==> config.mk <==
export PLATFORM = sky130hd
export DESIGN_NAME = sid_svf_mixer
export DESIGN_NICKNAME = d
export VERILOG_FILES = /design/src/rtl/sid_svf_mixer.sv
export SDC_FILE = /design/constraint.sdc
export NUM_CORES = 2
export LEC_CHECK = 0
export CAP_MARGIN = 5
export CORE_MARGIN = 4
export CORE_UTILIZATION = 43
export DETAILED_ROUTE_END_ITERATION = 12
export SYNTH_ARGS = -nofsm -noshare
export SYNTH_HDL_FRONTEND = slang
export SYNTH_SLANG_ARGS = --single-unit
==> constraint.sdc <==
create_clock -name clk -period 32.8 [get_ports clk]
set_clock_uncertainty 0.2 [all_clocks]
set_input_delay 6.56 -clock clk [delete_from_list [all_inputs] [get_ports clk]]
set_output_delay 6.56 -clock clk [all_outputs]
set_load 0.02 [all_outputs]
==> src/rtl/sid_svf_mixer.sv <==
// Voice mixer and time-multiplexed state-variable filter (high/band/low) with master volume.
// Define SID_SVF_SAT_EN to clamp the output sample instead of letting it wrap.
module sid_svf_mixer #(
    parameter int NUM_VOICES = 3,
    parameter int SAMPLE_W   = 12,
    parameter int OUT_W      = 16,
    parameter int STATE_W    = 32,
    parameter int FC_W       = 11
) (
    input  logic                           clk,
    input  logic                           rst,
    input  logic                           clk_enable,
    input  logic [NUM_VOICES*SAMPLE_W-1:0] voice_samples,
    input  logic [NUM_VOICES-1:0]          filt_sel,
    input  logic [NUM_VOICES-1:0]          voice_mute,
    input  logic [FC_W-1:0]                reg_fc,
    input  logic [3:0]                     res,
    input  logic [2:0]                     mode,
    input  logic [3:0]                     vol,
    output logic signed [OUT_W-1:0]        sample_out,
    output logic                           sample_valid
);

    localparam int AW  = SAMPLE_W + $clog2(NUM_VOICES) + 1;
    localparam int VW  = (NUM_VOICES > 1) ? $clog2(NUM_VOICES) : 1;
    localparam int PW  = 18 + STATE_W;
    localparam int MW  = STATE_W + 2;   // three taps summed without overflow
    localparam int SCW = MW + 1;
    localparam logic signed [SCW-1:0] OUT_MAX = {{(SCW-OUT_W+1){1'b0}}, {(OUT_W-1){1'b1}}};
    localparam logic signed [SCW-1:0] OUT_MIN = {{(SCW-OUT_W+1){1'b1}}, {(OUT_W-1){1'b0}}};

    typedef enum logic [2:0] {
        S_ACC, S_HIGH, S_LOW, S_BAND, S_MIX, S_VOL, S_OUT
    } state_t;

    state_t          state, state_next;
    logic [VW-1:0]   vidx, vidx_next;

    logic [NUM_VOICES-1:0] filt_sh, mute_sh;
    logic [FC_W-1:0]       fc_sh;
    logic [3:0]            res_sh, vol_sh;
    logic [2:0]            mode_sh;

    logic signed [AW-1:0]      dry_acc, filt_acc;
    logic signed [STATE_W-1:0] high, band, low;
    logic signed [MW-1:0]      mix;
    logic signed [SCW-1:0]     scaled;
    logic                      valid_q;

    function automatic logic [10:0] res_lut(input logic [3:0] r);
        case (r)
            4'd0:  res_lut = 11'h5A8;
            4'd1:  res_lut = 11'h52B;
            4'd2:  res_lut = 11'h4C2;
            4'd3:  res_lut = 11'h468;
            4'd4:  res_lut = 11'h41B;
            4'd5:  res_lut = 11'h3D8;
            4'd6:  res_lut = 11'h39D;
            4'd7:  res_lut = 11'h368;
            4'd8:  res_lut = 11'h339;
            4'd9:  res_lut = 11'h30F;
            4'd10: res_lut = 11'h2E9;
            4'd11: res_lut = 11'h2C6;
            4'd12: res_lut = 11'h2A7;
            4'd13: res_lut = 11'h28A;
            4'd14: res_lut = 11'h270;
            default: res_lut = 11'h257;
        endcase
    endfunction

    // Sequencer
    always_ff @(posedge clk) begin
        if (rst) begin
            state <= S_ACC;
            vidx  <= '0;
        end else if (clk_enable) begin
            state <= state_next;
            vidx  <= vidx_next;
        end
    end

    always_comb begin
        state_next = state;
        vidx_next  = vidx;
        case (state)
            S_ACC: begin
                if (vidx == VW'(NUM_VOICES - 1)) begin
                    state_next = S_HIGH;
                    vidx_next  = '0;
                end else begin
                    vidx_next = vidx + 1'b1;
                end
            end
            S_HIGH:  state_next = S_LOW;
            S_LOW:   state_next = S_BAND;
            S_BAND:  state_next = S_MIX;
            S_MIX:   state_next = S_VOL;
            S_VOL:   state_next = S_OUT;
            default: state_next = S_ACC;
        endcase
    end

    // Voice accumulation; ACC(0) sees the live config since it is the capture cycle
    logic                     first;
    logic [SAMPLE_W-1:0]      cur_sample;
    logic                     cur_filt, cur_mute;
    logic signed [AW-1:0]     v_ext, dry_base, filt_base, dry_add, filt_add;

    always_comb begin
        first      = (vidx == '0);
        cur_sample = voice_samples[vidx*SAMPLE_W +: SAMPLE_W];
        cur_filt   = first ? filt_sel[0]   : filt_sh[vidx];
        cur_mute   = first ? voice_mute[0] : mute_sh[vidx];
        v_ext      = {{(AW-SAMPLE_W+1){~cur_sample[SAMPLE_W-1]}}, cur_sample[SAMPLE_W-2:0]};
        dry_base   = first ? '0 : dry_acc;
        filt_base  = first ? '0 : filt_acc;
        dry_add    = (!cur_filt && !cur_mute) ? v_ext : '0;
        filt_add   = cur_filt ? v_ext : '0;
    end

    // Single shared multiplier: res_coef*band in HIGH, fc_coef*band in LOW, fc_coef*high in BAND
    logic [FC_W+5:0]           fc_coef;
    logic signed [17:0]        mul_a;
    logic signed [STATE_W-1:0] mul_b;
    logic signed [PW-1:0]      prod, prod_s10, prod_s20;
    logic signed [STATE_W-1:0] m10, m20, fa_ext, high_next;

    always_comb begin
        fc_coef   = {fc_sh, 6'b0};
        mul_a     = (state == S_HIGH) ? $signed(18'(res_lut(res_sh))) : $signed(18'(fc_coef));
        mul_b     = (state == S_BAND) ? high : band;
        prod      = mul_a * mul_b;
        prod_s10  = prod >>> 10;
        prod_s20  = prod >>> 20;
        m10       = prod_s10[STATE_W-1:0];
        m20       = prod_s20[STATE_W-1:0];
        fa_ext    = {{(STATE_W-AW){filt_acc[AW-1]}}, filt_acc};
        high_next = m10 - low - (fa_ext <<< 1);
    end

    // Output mixing, volume and final reduction
    logic signed [MW-1:0]   hx, bx, lx, dx, tap_sum, mix_next;
    logic signed [MW+4:0]   vol_prod, vol_s4;
    logic signed [OUT_W-1:0] out_next;

    always_comb begin
        hx       = {{2{high[STATE_W-1]}}, high};
        bx       = {{2{band[STATE_W-1]}}, band};
        lx       = {{2{low[STATE_W-1]}}, low};
        dx       = {{(MW-AW){dry_acc[AW-1]}}, dry_acc};
        tap_sum  = (mode_sh[2] ? hx : '0) + (mode_sh[1] ? bx : '0) + (mode_sh[0] ? lx : '0);
        mix_next = dx + (tap_sum >>> 1);
        vol_prod = mix * $signed({1'b0, vol_sh});
        vol_s4   = vol_prod >>> 4;
`ifdef SID_SVF_SAT_EN
        if (scaled > OUT_MAX)
            out_next = OUT_MAX[OUT_W-1:0];
        else if (scaled < OUT_MIN)
            out_next = OUT_MIN[OUT_W-1:0];
        else
            out_next = scaled[OUT_W-1:0];
`else
        out_next = scaled[OUT_W-1:0];
`endif
    end

    always_ff @(posedge clk) begin
        if (rst) begin
            filt_sh    <= '0;
            mute_sh    <= '0;
            fc_sh      <= '0;
            res_sh     <= '0;
            vol_sh     <= '0;
            mode_sh    <= '0;
            dry_acc    <= '0;
            filt_acc   <= '0;
            high       <= '0;
            band       <= '0;
            low        <= '0;
            mix        <= '0;
            scaled     <= '0;
            sample_out <= '0;
            valid_q    <= 1'b0;
        end else if (clk_enable) begin
            valid_q <= (state == S_OUT);
            case (state)
                S_ACC: begin
                    if (first) begin
                        filt_sh <= filt_sel;
                        mute_sh <= voice_mute;
                        fc_sh   <= reg_fc;
                        res_sh  <= res;
                        mode_sh <= mode;
                        vol_sh  <= vol;
                    end
                    dry_acc  <= dry_base + dry_add;
                    filt_acc <= filt_base + filt_add;
                end
                S_HIGH:  high       <= high_next;
                S_LOW:   low        <= low - m20;
                S_BAND:  band       <= band - m20;
                S_MIX:   mix        <= mix_next;
                S_VOL:   scaled     <= vol_s4[SCW-1:0];
                default: sample_out <= out_next;
            endcase
        end
    end

    // Pulse is held through a stall and shown in the first enabled cycle after OUT
    assign sample_valid = valid_q & clk_enable;

endmodule

Word-level counts from Yosys, hierarchy flattened
Memories as Yosys holds them, arrays and structs flattened. A register that Yosys moved wholly into a read port is not among the register bits.
Index checks and enable logic that the tools add are counted.
{ "totals": {"memories": 1, "out_inout_bits": 17, "reg_bits": 226, "word_cells": 79, "rom_bits": 176, "input_bits": 67} }
{ "classes": {"multipliers": 3, "bitwise_logic": 3, "n_eq_ne": 8, "shift": 1, "n_reduce_logical": 15, "mux": 20, "order_cmp": 1, "add_sub_neg": 10} }
{ "mem_list": {"columns": ["name", "words", "width", "rd", "rd_ports_with_merged_regs", "wr", "line", "text"], "rows": [
  ["(name not given)", 16, 11, 1, 1, 0, "51", "case (r)"]
]} }
{ "ops": {"columns": ["op", "count"], "rows": [
  ["2-to-1 mux 34 bit", 3],
  ["adder 34 bit", 2],
  ["subtractor 32 x 30 -> 32 bit", 2],
  ["2-to-1 mux 15 bit", 4],
  ["multiplier 18 x 32 -> 50 bit", 1],
  ["indexed part select 36 x 7 -> 12 bit", 1],
  ["adder 15 x 33 -> 34 bit", 1],
  ["multiplier 34 x 5 -> 20 bit", 1],
  ["2-to-1 mux 32 bit", 1],
  ["subtractor 32 x 16 -> 32 bit", 1],
  ["subtractor 32 bit", 1],
  ["adder 15 bit", 2],
  ["one-hot mux 3 bit (6 select lines)", 1],
  ["2-to-1 mux 17 bit", 1],
  ["AND reduction 2 bit", 8],
  ["== test 3 bit (second input constant)", 3],
  ["2-to-1 mux 4 bit", 2],
  ["== test 3 x 2 -> 1 bit (second input constant)", 2],
  ["OR reduction 6 bit", 1],
  ["binary-select mux 1 bit (select 2 bit)", 2],
  ["multiplier 2 x 2 -> 4 bit (second input constant)", 1],
  ["2-to-1 mux 1 bit", 4],
  ["== test 3 x 1 -> 1 bit (second input constant)", 1],
  ["logical NOT 3 bit", 1],
  ["other kinds (12)", 14]
]} }

Longest topological paths before layout
{ "logic_depth": {"ltp_word": 7, "ltp_mapped": 48, "depth_no_buf": 44} }

Least setup slack after synthesis
No wires, ideal clock.
{ "synth_path": {"kind": "input to output", "start": "input port clk_enable", "end": "output port sample_valid", "arrival_ns": 7.065, "path_stages": 2, "t_required_ns": 26.040, "setup_slack_ns": 18.975, "n_path_buf": 1, "path_cell_list": "clkbuf_1 and2_1"} }
{ "synth_between": {"elab_chain_len": 1} }
{ "synth_rtl": {"columns": ["element", "line", "text"], "rows": [
  ["start: declaration", "12", "input logic clk_enable,"],
  ["bitwise AND 1 bit", "210", "assign sample_valid = valid_q & clk_enable;"],
  ["end: declaration", "21", "output logic sample_valid"]
]} }
Every way passes these cells.

Worst setup path in the final report
Same ends and word-level chain as after synthesis.

==> impl_metrics.csv <==
group,metric,value,unit
logic_synthesis,yosys_register_bits,221,
die,die-area,92200,sq um
sta,hold_viol,0,
cells_and_area,n_antenna_cell,0,
worst_setup_path,crit-reg2reg-launch,"state[2]",
worst_hold_path,hold_path.class,"reg2reg",
clocking,post_cts_resize_count,0,
routing,routed-via-count,30000,
grt,grt_antenna_before_repair,5,
logic_synthesis,synth.avg_cell_area,8.14,sq um
worst_setup_path,slowest_stage,"clkdlybuf4s50_1",
sta,max_slew.worst_pin.slew,1.19,ns
routing,avg_vias_per_cell,5.19,
logic_synthesis,async_flop_share,0,%
die,dieHeight,304,um
logic_synthesis,synth.cell_area,37600,sq um
worst_setup_path,required,26.04,ns
cells_and_area,num-nets-final,5568,
grt,pin_count_of_the_biggest_net_entering_global_routing,103,
routing,detail_route.wl_per_cell,17.8,um
placement,detailed_place_hpwl,81900,um
sta,slew_viol_final,0,
power,report.power.total,0.786,mW
worst_setup_path,worstPathArrival,8.05,ns
die,coreArea,86800,sq um
clocking,post_cts.repair.setup_buffers,0,
logic_synthesis,synth-edff-count,0,
worst_setup_path,worst_setup_path_class,"in2out",
logic_synthesis,yosysWarningCount,0,
grt,global_route.usage.total,22.5,%
logic_synthesis,synth_cell_types,87,
job,cap_viol_max_count,0,
worst_setup_path,timing.critical_path.slowest_cell_delay,0.70,ns
routing,total_wirelength_of_the_detailed_routed_design,103000,um
logic_synthesis,synth_fp_nets,5586,
cells_and_area,stdcell_area,40600,sq um
grt,via_count_of_the_first_global_routing_pass,30500,
worst_setup_path,crit_path_max_fanout,12,
clocking,ctsHtreeMaxLevel,1,
cells_and_area,seqCellArea,4420,sq um
placement,gp_congestion,0.877,
power,power.density_cell_area,19.4,nW/um^2
die,die_width,304,um
die,placementRows,108,
power,peak_ir_drop_on_the_vdd_network,0.0443,mV
sta,post-route-min-period,14.81,ns
sta,timing.final.setup_violations,0,
sta,slew_headroom,18.2,%
cells_and_area,finalCoreUtilization,46.8,%
routing,drt_drc_violations_left,0,
worst_setup_path,reg2reg_slack,19.82,ns
logic_synthesis,synth_sequential_area_ratio,11.8,%
clocking,max-clock-path-buffers,3,
die,initial_utilization,43.3,%
clocking,cts-hold-fix-buffers,0,
sta,final_min_period_over_clock_period,45.2,%
cells_and_area,syn2layout_area_growth,8.04,%
worst_hold_path,worst_hold_startpoint,"filt_acc[7]",
routing,dr_pass1_iterations,5,
status,outcome,"complete, no violations",
clocking,clock_latency,0.55,ns
logic_synthesis,synth_cells,4617,
die,floorplan.io_pins,84,
clocking,cts_root_buf,"clkbuf_16",
clocking,cts_sinks,221,
worst_setup_path,critical-path-top-cell-by-count,"clkdlybuf4s50_1",
clocking,clkTransAtPathRegs,0.06,ns
clocking,cts_made_buffers,26,
routing,drt_iter0_markers,1827,
placement,numPortBuffers,83,
power,total_leakage_power,19.0,nW
placement,postPlaceCellArea,39700,sq um
clocking,cts_tree,"built",
worst_setup_path,endpoint_kind,"primary output",
logic_synthesis,synth_ff_type,"dfxtp_1",
cells_and_area,post_route_cells_drive_above_1_share,4.18,%
cells_and_area,multi_input_comb_area,29400,sq um
routing,final_antenna_net_count,0,
sta,final.setup.tns,0,ns
cells_and_area,fillers,8721,
sta,fmaxAchievable,0.0675,GHz
worst_setup_path,setup.worst_path.start_class,"input pin",
worst_setup_path,worstPathCellList,"clkdlybuf4s50_1, and2_1, clkdlybuf4s50_1",
sta,rsz_0062_raised_after_global_routing,"no",
worst_setup_path,critical_path.startpoint,"clk_enable",
grt,grt_first_pass_wirelength,168000,um
grt,total_congestion_overflow,0,
sequential cells by signal, indices dropped and copies added (netlist names), 4 cells and up, named ones only:
name	cells
high	32
dry_acc	15
vol_sh	4
fc_sh	11
low	32
mix	20
filt_acc	15
sample_out	16
scaled	16
res_sh	4
band	32
power by group:
group	internal (mW)	total (mW)	switching [mW]
clock	0.194	0.324	0.130
combinational	0.0682	0.175	0.107
sequential	0.277	0.287	0.0108
total	0.539	0.786	0.247
cells in the final DEF (no fill, tap or decap), types with 8 or more instances in the layout:
cell,instances
xnor2_1,147
nor2b_1,38
ha_1,297
o21ai_0,96
clkbuf_16,26
nor3_1,44
fa_1,605
and3_1,14
clkdlybuf4s50_1,82
mux2i_1,52
buf_4,60
a21oi_1,345
dfxtp_1,221
o21bai_1,48
a31oi_1,21
a21boi_0,8
nor2_1,482
o21a_1,13
maj3_1,10
inv_1,812
xor2_1,54
nand2_1,682
nand4_1,14
or3_1,25
a21o_1,52
and2_1,72
a211oi_1,26
nand2b_1,31
or2_2,13
o31ai_1,10
mux2_2,27
nand3_1,36
stage by stage:
stage          hold WS, ns  instances  setup slack (ns)
4_1_cts              0.252       5774             17.99
2_1_floorplan        0.232       4617             18.97
3_5_place_dp         0.243       5726             17.99
5_1_grt              0.260       5774             17.93
6_report             0.250       5774             17.99
3_3_place_gp         0.239       5726             18.02
final timing paths:
kind                                     end  depth (start not counted)
worst max-delay path            sample_valid                          3
worst min-delay path             filt_acc[7]                          2
worst max register to register      band[31]                         42
worst min register to register   filt_acc[7]                          2
cell usage after synthesis (4+ instances only):
library cell / number / share of area [%]
and4_1: 7 / 0.16
xor2_1: 54 / 1.3
mux2i_1: 57 / 1.5
dfxtp_1: 221 / 12
and3_1: 14 / 0.23
or3_1: 25 / 0.42
nand4_1: 14 / 0.23
o21bai_1: 48 / 0.96
clkbuf_1: 170 / 1.7
maj3_1: 10 / 0.27
a21o_1: 52 / 1.0
mux2_2: 27 / 0.81
a31oi_1: 21 / 0.35
a21oi_1: 345 / 4.6
or2_2: 13 / 0.22
a211oi_1: 26 / 0.52
o41ai_1: 4 / 0.093
nor3_1: 45 / 0.60
o31ai_1: 10 / 0.20
o211ai_1: 5 / 0.10
o21a_1: 13 / 0.26
xnor2_1: 147 / 3.4
nand2b_1: 31 / 0.52
nor2b_1: 38 / 0.63
fa_1: 605 / 32
inv_1: 812 / 8.1
buf_1: 16 / 0.16
nand2_1: 684 / 6.8
a21boi_0: 8 / 0.16
o31a_1: 7 / 0.16
a31o_2: 6 / 0.14
ha_1: 297 / 9.9
nor3b_1: 5 / 0.10
nand3_1: 36 / 0.48
and2_1: 71 / 1.2
nor2_1: 484 / 4.8
o21ai_0: 96 / 1.3
cells by family (layout without fill, tap and decap cells):
family	Yosys count	count (layout)	synth area share, %
and+or+nand+nor	1487	1487	16.9
xor gates and xnor gates	206	206	4.96
DFF	221	221	11.8
adders and majority gates	914	914	42.4
AOI/OAI and AO/OA	698	698	11.5
muxes	85	85	2.36
buffers and inverters	1006	1008	10.1
critical path: cells and delay by family:
family,cells,cell delay [ns]
buf+inv,2,1.30
simple gates,1,0.19
final cells by class:
class                   instances  area share, %
multi-input cells            3390           72.5
flip-flops and latches        221           10.9
inverters                     817           7.55
well taps                    1155           3.56
repair buffers                143           3.16
clock buffers                  36           1.87
clock inverters                12          0.456
layer usage:
layer / GRT usage, % / share of wire, %
met1: 30.4 / 44
met2: 39.0 / 49
met3: 2.44 / 5.1
met4: 5.19 / 2.5
met5: 0 / 0
Power figures use the tool's default switching activity.
